===== config.mk =====
export PLATFORM = sky130hd
export DESIGN_NAME = systolic_feed_controller
export DESIGN_NICKNAME = d
export VERILOG_FILES = /design/src/rtl/systolic_feed_controller.sv
export SDC_FILE = /design/constraint.sdc
export NUM_CORES = 1
export LEC_CHECK = 0
export CAP_MARGIN = 0
export CORE_MARGIN = 2
export CORE_UTILIZATION = 45
export CTS_BUF_LIST = sky130_fd_sc_hd__clkbuf_4
export CTS_CLUSTER_SIZE = 10
export DETAILED_ROUTE_END_ITERATION = 10
export HOLD_SLACK_MARGIN = 0.03
export PLACE_DENSITY = 0.81
export SYNTH_ARGS = -nofsm -noshare
export SYNTH_HDL_FRONTEND = slang
export SYNTH_SLANG_ARGS = --single-unit

===== constraint.sdc =====
create_clock -name clk -period 2.5 [get_ports clk]
set_input_delay 0.5 -clock clk [delete_from_list [all_inputs] [get_ports clk]]
set_output_delay 0.5 -clock clk [all_outputs]
set_load 0.1 [all_outputs]

===== src/rtl/systolic_feed_controller.sv =====
// Sequencer for an N x N output-stationary systolic MAC array.
// Latches one A/B job, clears the accumulators, feeds skewed operands for 2N-1 steps,
// drains the array, then captures and holds the accumulator bank until the consumer takes it.
module systolic_feed_controller #(
    parameter int unsigned OP_WIDTH  = 8,
    parameter int unsigned ACC_WIDTH = 18,
    parameter int unsigned N         = 2,
    parameter int unsigned ARRAY_LAT = 1
) (
    input  logic                         clk,
    input  logic                         reset,
    input  logic                         in_valid,
    output logic                         in_ready,
    input  logic [N*N*OP_WIDTH-1:0]      A,
    input  logic [N*N*OP_WIDTH-1:0]      B,
    input  logic                         abort,
    output logic                         acc_clear,
    output logic                         mac_en,
    output logic [N*OP_WIDTH-1:0]        a_col,
    output logic [N*OP_WIDTH-1:0]        b_row,
    input  logic [N*N*ACC_WIDTH-1:0]     c_in,
    output logic                         res_valid,
    input  logic                         res_ready,
    output logic [N*N*ACC_WIDTH-1:0]     C,
    output logic                         busy
);

    localparam int unsigned FeedLen   = 2 * N - 1;
    localparam int unsigned DrainLen  = N - 1 + ARRAY_LAT;
    localparam int unsigned CntWFeed  = $clog2(2 * N);
    localparam int unsigned CntWDrain = $clog2(DrainLen + 1);
    // Counter must cover both the feed and the drain phase.
    localparam int unsigned CntW      = (CntWFeed > CntWDrain) ? CntWFeed : CntWDrain;

    typedef enum logic [2:0] {
        StIdle,
        StClear,
        StFeed,
        StDrain,
        StDone
    } state_e;

    state_e                     state_q, state_d;
    logic [CntW-1:0]            k_q, k_d;
    logic [N*N*OP_WIDTH-1:0]    a_q, a_d;
    logic [N*N*OP_WIDTH-1:0]    b_q, b_d;
    logic [N*N*ACC_WIDTH-1:0]   c_q, c_d;
    logic                       feed_en;
    int                         k_int;

    assign k_int = int'(k_q);

    // State, step counter, latched operands and captured result.
    always_ff @(posedge clk or negedge reset) begin
        if (!reset) begin
            state_q <= StIdle;
            k_q     <= '0;
            a_q     <= '0;
            b_q     <= '0;
            c_q     <= '0;
        end else begin
            state_q <= state_d;
            k_q     <= k_d;
            a_q     <= a_d;
            b_q     <= b_d;
            c_q     <= c_d;
        end
    end

    // Next-state: job accept, phase sequencing, abort and result capture.
    always_comb begin
        state_d = state_q;
        k_d     = k_q;
        a_d     = a_q;
        b_d     = b_q;
        c_d     = c_q;
        unique case (state_q)
            StIdle: begin
                if (in_valid) begin
                    a_d     = A;
                    b_d     = B;
                    state_d = StClear;
                end
            end
            StClear: begin
                if (abort) begin
                    state_d = StIdle;
                end else begin
                    state_d = StFeed;
                    k_d     = '0;
                end
            end
            StFeed: begin
                if (abort) begin
                    state_d = StIdle;
                end else if (k_q == CntW'(FeedLen - 1)) begin
                    state_d = StDrain;
                    k_d     = '0;
                end else begin
                    k_d = k_q + CntW'(1);
                end
            end
            StDrain: begin
                // Abort on the capture edge wins: the old result is kept.
                if (abort) begin
                    state_d = StIdle;
                end else if (k_q == CntW'(DrainLen - 1)) begin
                    c_d     = c_in;
                    state_d = StDone;
                end else begin
                    k_d = k_q + CntW'(1);
                end
            end
            StDone: begin
                if (res_ready) begin
                    state_d = StIdle;
                end
            end
            default: state_d = StIdle;
        endcase
    end

    // Outputs: handshakes, array control and the skewed operand lanes.
    always_comb begin
        in_ready  = (state_q == StIdle);
        busy      = (state_q != StIdle);
        acc_clear = (state_q == StClear);
        res_valid = (state_q == StDone);
        mac_en    = ((state_q == StFeed) || (state_q == StDrain)) && !abort;
        feed_en   = (state_q == StFeed) && !abort;
        a_col     = '0;
        b_row     = '0;
        // Compare before subtracting so k-i never wraps.
        for (int i = 0; i < int'(N); i++) begin
            if (feed_en && (k_int >= i) && (k_int - i < int'(N))) begin
                a_col[i*OP_WIDTH +: OP_WIDTH] =
                    a_q[(i * int'(N) + (k_int - i)) * OP_WIDTH +: OP_WIDTH];
                b_row[i*OP_WIDTH +: OP_WIDTH] =
                    b_q[((k_int - i) * int'(N) + i) * OP_WIDTH +: OP_WIDTH];
            end
        end
    end

    assign C = c_q;

endmodule


==> impl_metrics.env <==
export IMPL_drv_slew=0
export IMPL_ys_flop_type="dfrtp_1"
export IMPL_ant_nets=0
export IMPL_rsz0062_at_grt="yes"
export IMPL_wl_per_cell_um=18.7
export IMPL_dieArea_sq_um=15400
export IMPL_final_common_cell="dfrtp_1"
export IMPL_final_cell_mix="dfrtp_1 (140), clkdlybuf4s50_1 (139), buf_4 (92)"
export IMPL_vias_per_cell=4.93
export IMPL_core_area_sq_um=14000
export IMPL_ys_seq_elements=141
export IMPL_crit_top_cell="buf_6"
export IMPL_clock_sinks=141
export IMPL_grt_pass1_wl_um=25200
export IMPL_min_period_over_period_pct=112
export IMPL_grt_overflow_total=0
export IMPL_synth_edf_count=0
export IMPL_violations="setup timing"
export IMPL_tightest_slew_ns=0.602
export IMPL_syn_inst=417
export IMPL_finalHoldViolCount=0
export IMPL_stdcell_area_sq_um=10100
export IMPL_final_nets=839
export IMPL_clk_path_buf_depth=2
export IMPL_track_usage_pct=21.9
export IMPL_hold_path_class="flip-flop to flip-flop"
export IMPL_row_count=43
export IMPL_cts_tree="built"
export IMPL_num_vias=4367
export IMPL_dp_final_hpwl_um=11900
export IMPL_slew_headroom_pct=59.9
export IMPL_clock_fmax_mhz=356
export IMPL_synth_seq_area_share_pct=54.4
export IMPL_start_kind="input port"
export IMPL_slowest_delay_ns=0.44
export IMPL_grtUsageMet2_pct=36.5
export IMPL_worst_path_buf_inv=4
export IMPL_synth_cell_types=32
export IMPL_clk_latency_ns=0.52
export IMPL_ios=250
export IMPL_netlist_area_sq_um=6480
export IMPL_path_class="input port to primary output"
export IMPL_gp_congestion=0.805
export IMPL_status="complete, but fails checks"
export IMPL_post_dp_cell_area_sq_um=9460
export IMPL_gr_usage_met1_pct=25.7
export IMPL_chipHeight_um=124
export IMPL_cts_buffers_inserted=17
export IMPL_clkTransAtPathRegs_ns=0.09
export IMPL_synth_warnings=0
export IMPL_whs_ns=0.514
export IMPL_grt_antenna_before_repair=1
export IMPL_grt_pass1_vias=4871
export IMPL_critPathSlowestCell="or3b_4"
export IMPL_maxCapViolations=0
export IMPL_htree_levels=4
export IMPL_die_width_um=124
export IMPL_synth_avg_cell_area_sq_um=15.5
export IMPL_path_cells="clkdlybuf4s50_1 -> or3b_4 -> buf_6 -> nor4_4 -> buf_6 -> nand2_8 -> nor2_4 -> buf_12"
export IMPL_met3_usage_pct=7.33
export IMPL_first_pass_iters=4
export IMPL_port_buffers=249
export IMPL_initialDrtViolationCount=203
export IMPL_min_period_ns=2.81
export IMPL_cp_required_ns=2.00
export IMPL_path_max_fanout=8
export IMPL_skew_ns=0.0194
export IMPL_synth_fp_nets=563
export IMPL_grt_start_max_net_pins=65
export IMPL_drt_total_wl_um=16600
export IMPL_setup_ws_ns=-0.307
export IMPL_start_util_pct=46.3
export IMPL_busiest_layer="met2"
export IMPL_root_buffer="clkbuf_4"
export IMPL_drive_gt1_share_pct=50.8
export IMPL_finalSetupViolations=32
export IMPL_arrival_ns=2.31
export IMPL_syn_to_final_growth_pct=55.3
export IMPL_drc=0
export IMPL_cp_end_kind="primary output"
export IMPL_critPathTopFamily="buffers and inverters"
export IMPL_async_reset_ff_share_pct=100
## worst paths after layout
check                           slack (ns)         to        from  cells past startpoint
worst min-delay path                  0.51     b_q[4]      b_q[4]                      1
min in group asynchronous             0.52     a_q[6]       reset                      2
worst max-delay path                 -0.31  b_row[15]       abort                      8
max in group asynchronous             1.19      C[57]       reset                      3
worst max register to register        0.44      C[16]  state_q[2]                      7
worst min register to register        0.51     b_q[4]      b_q[4]                      1
## area by class of cell
type	count	area, sq um
Clock buffer	21	158
Fill cell	911	3920
Sequential cell	141	3530
Antenna cell	1	2.50
Multi-Input combinational cell	245	2960
Inverter	6	23.8
Clock inverter	10	123
Timing Repair Buffer	282	3050
Tap cell	180	225
## per-layer routing
metal	wire length, um	up-vias
met5	0	-
met1	6460	2132
met3	1360	32
met2	8370	180
li1	-	2023
met4	420	0
## repair_timing
item                                    4_1_cts  5_1_grt
setup buffers                                 5        1
cloned                                        0        2
endpoints found under the setup margin       32       32
pin swaps                                     7       14
gates resized for setup                      51        5
hold buffers                                  1        0
endpoints found under the hold margin        62        0
## cells in the mapped netlist, drive strengths merged, types with 2 or more instances
cell type / n / area (sq um)
nand2b: 3 / 18.8
a22o: 2 / 17.5
mux2: 136 / 1790
mux4: 4 / 90.1
nor3: 2 / 10.0
nor2: 32 / 120
clkbuf: 2 / 8.75
mux2i: 37 / 370
o22a: 4 / 35.0
nand2: 2 / 7.51
a22oi: 2 / 15.0
and2: 6 / 37.5
inv: 5 / 18.8
buf: 23 / 259
dfrtp: 141 / 3530
ha: 5 / 62.6
## kinds of logic after synthesis
| kind of cell | after synthesis | share of synthesized area [%] |
|---|---|---|
| buf+inv | 31 | 4.50 |
| mux | 177 | 34.7 |
| simple gates | 52 | 3.96 |
| compound gates | 10 | 1.27 |
| flops | 141 | 54.4 |
| fa+ha+maj | 5 | 0.965 |
| xor+xnor | 1 | 0.135 |
## per-stage QoR
| stage | util, % | worst slack (ns) | cells | setup TNS (ns) |
|---|---|---|---|---|
| 3_5_place_dp | 67.6 | -0.354 | 846 | -9.23 |
| 6_report | 72.0 | -0.307 | 886 | -7.97 |
| 4_1_cts | 71.5 | -0.279 | 883 | -7.82 |
| 2_1_floorplan | - | -0.791 | 417 | -34.54 |
| 5_1_grt | 72.0 | -0.391 | 885 | -10.11 |
| 3_3_place_gp | 67.6 | -0.316 | 846 | -8.46 |
## flip-flops by register name, indices dropped and copies added (netlist names)
| signal | flops |
|---|---|
| state_q | 3 |
| a_q | 32 |
| k_q | 2 |
| b_q | 32 |
| C | 72 |
Power is not shown: default switching activity piles up to over one toggle a cycle in this logic, so the estimate is an artifact.
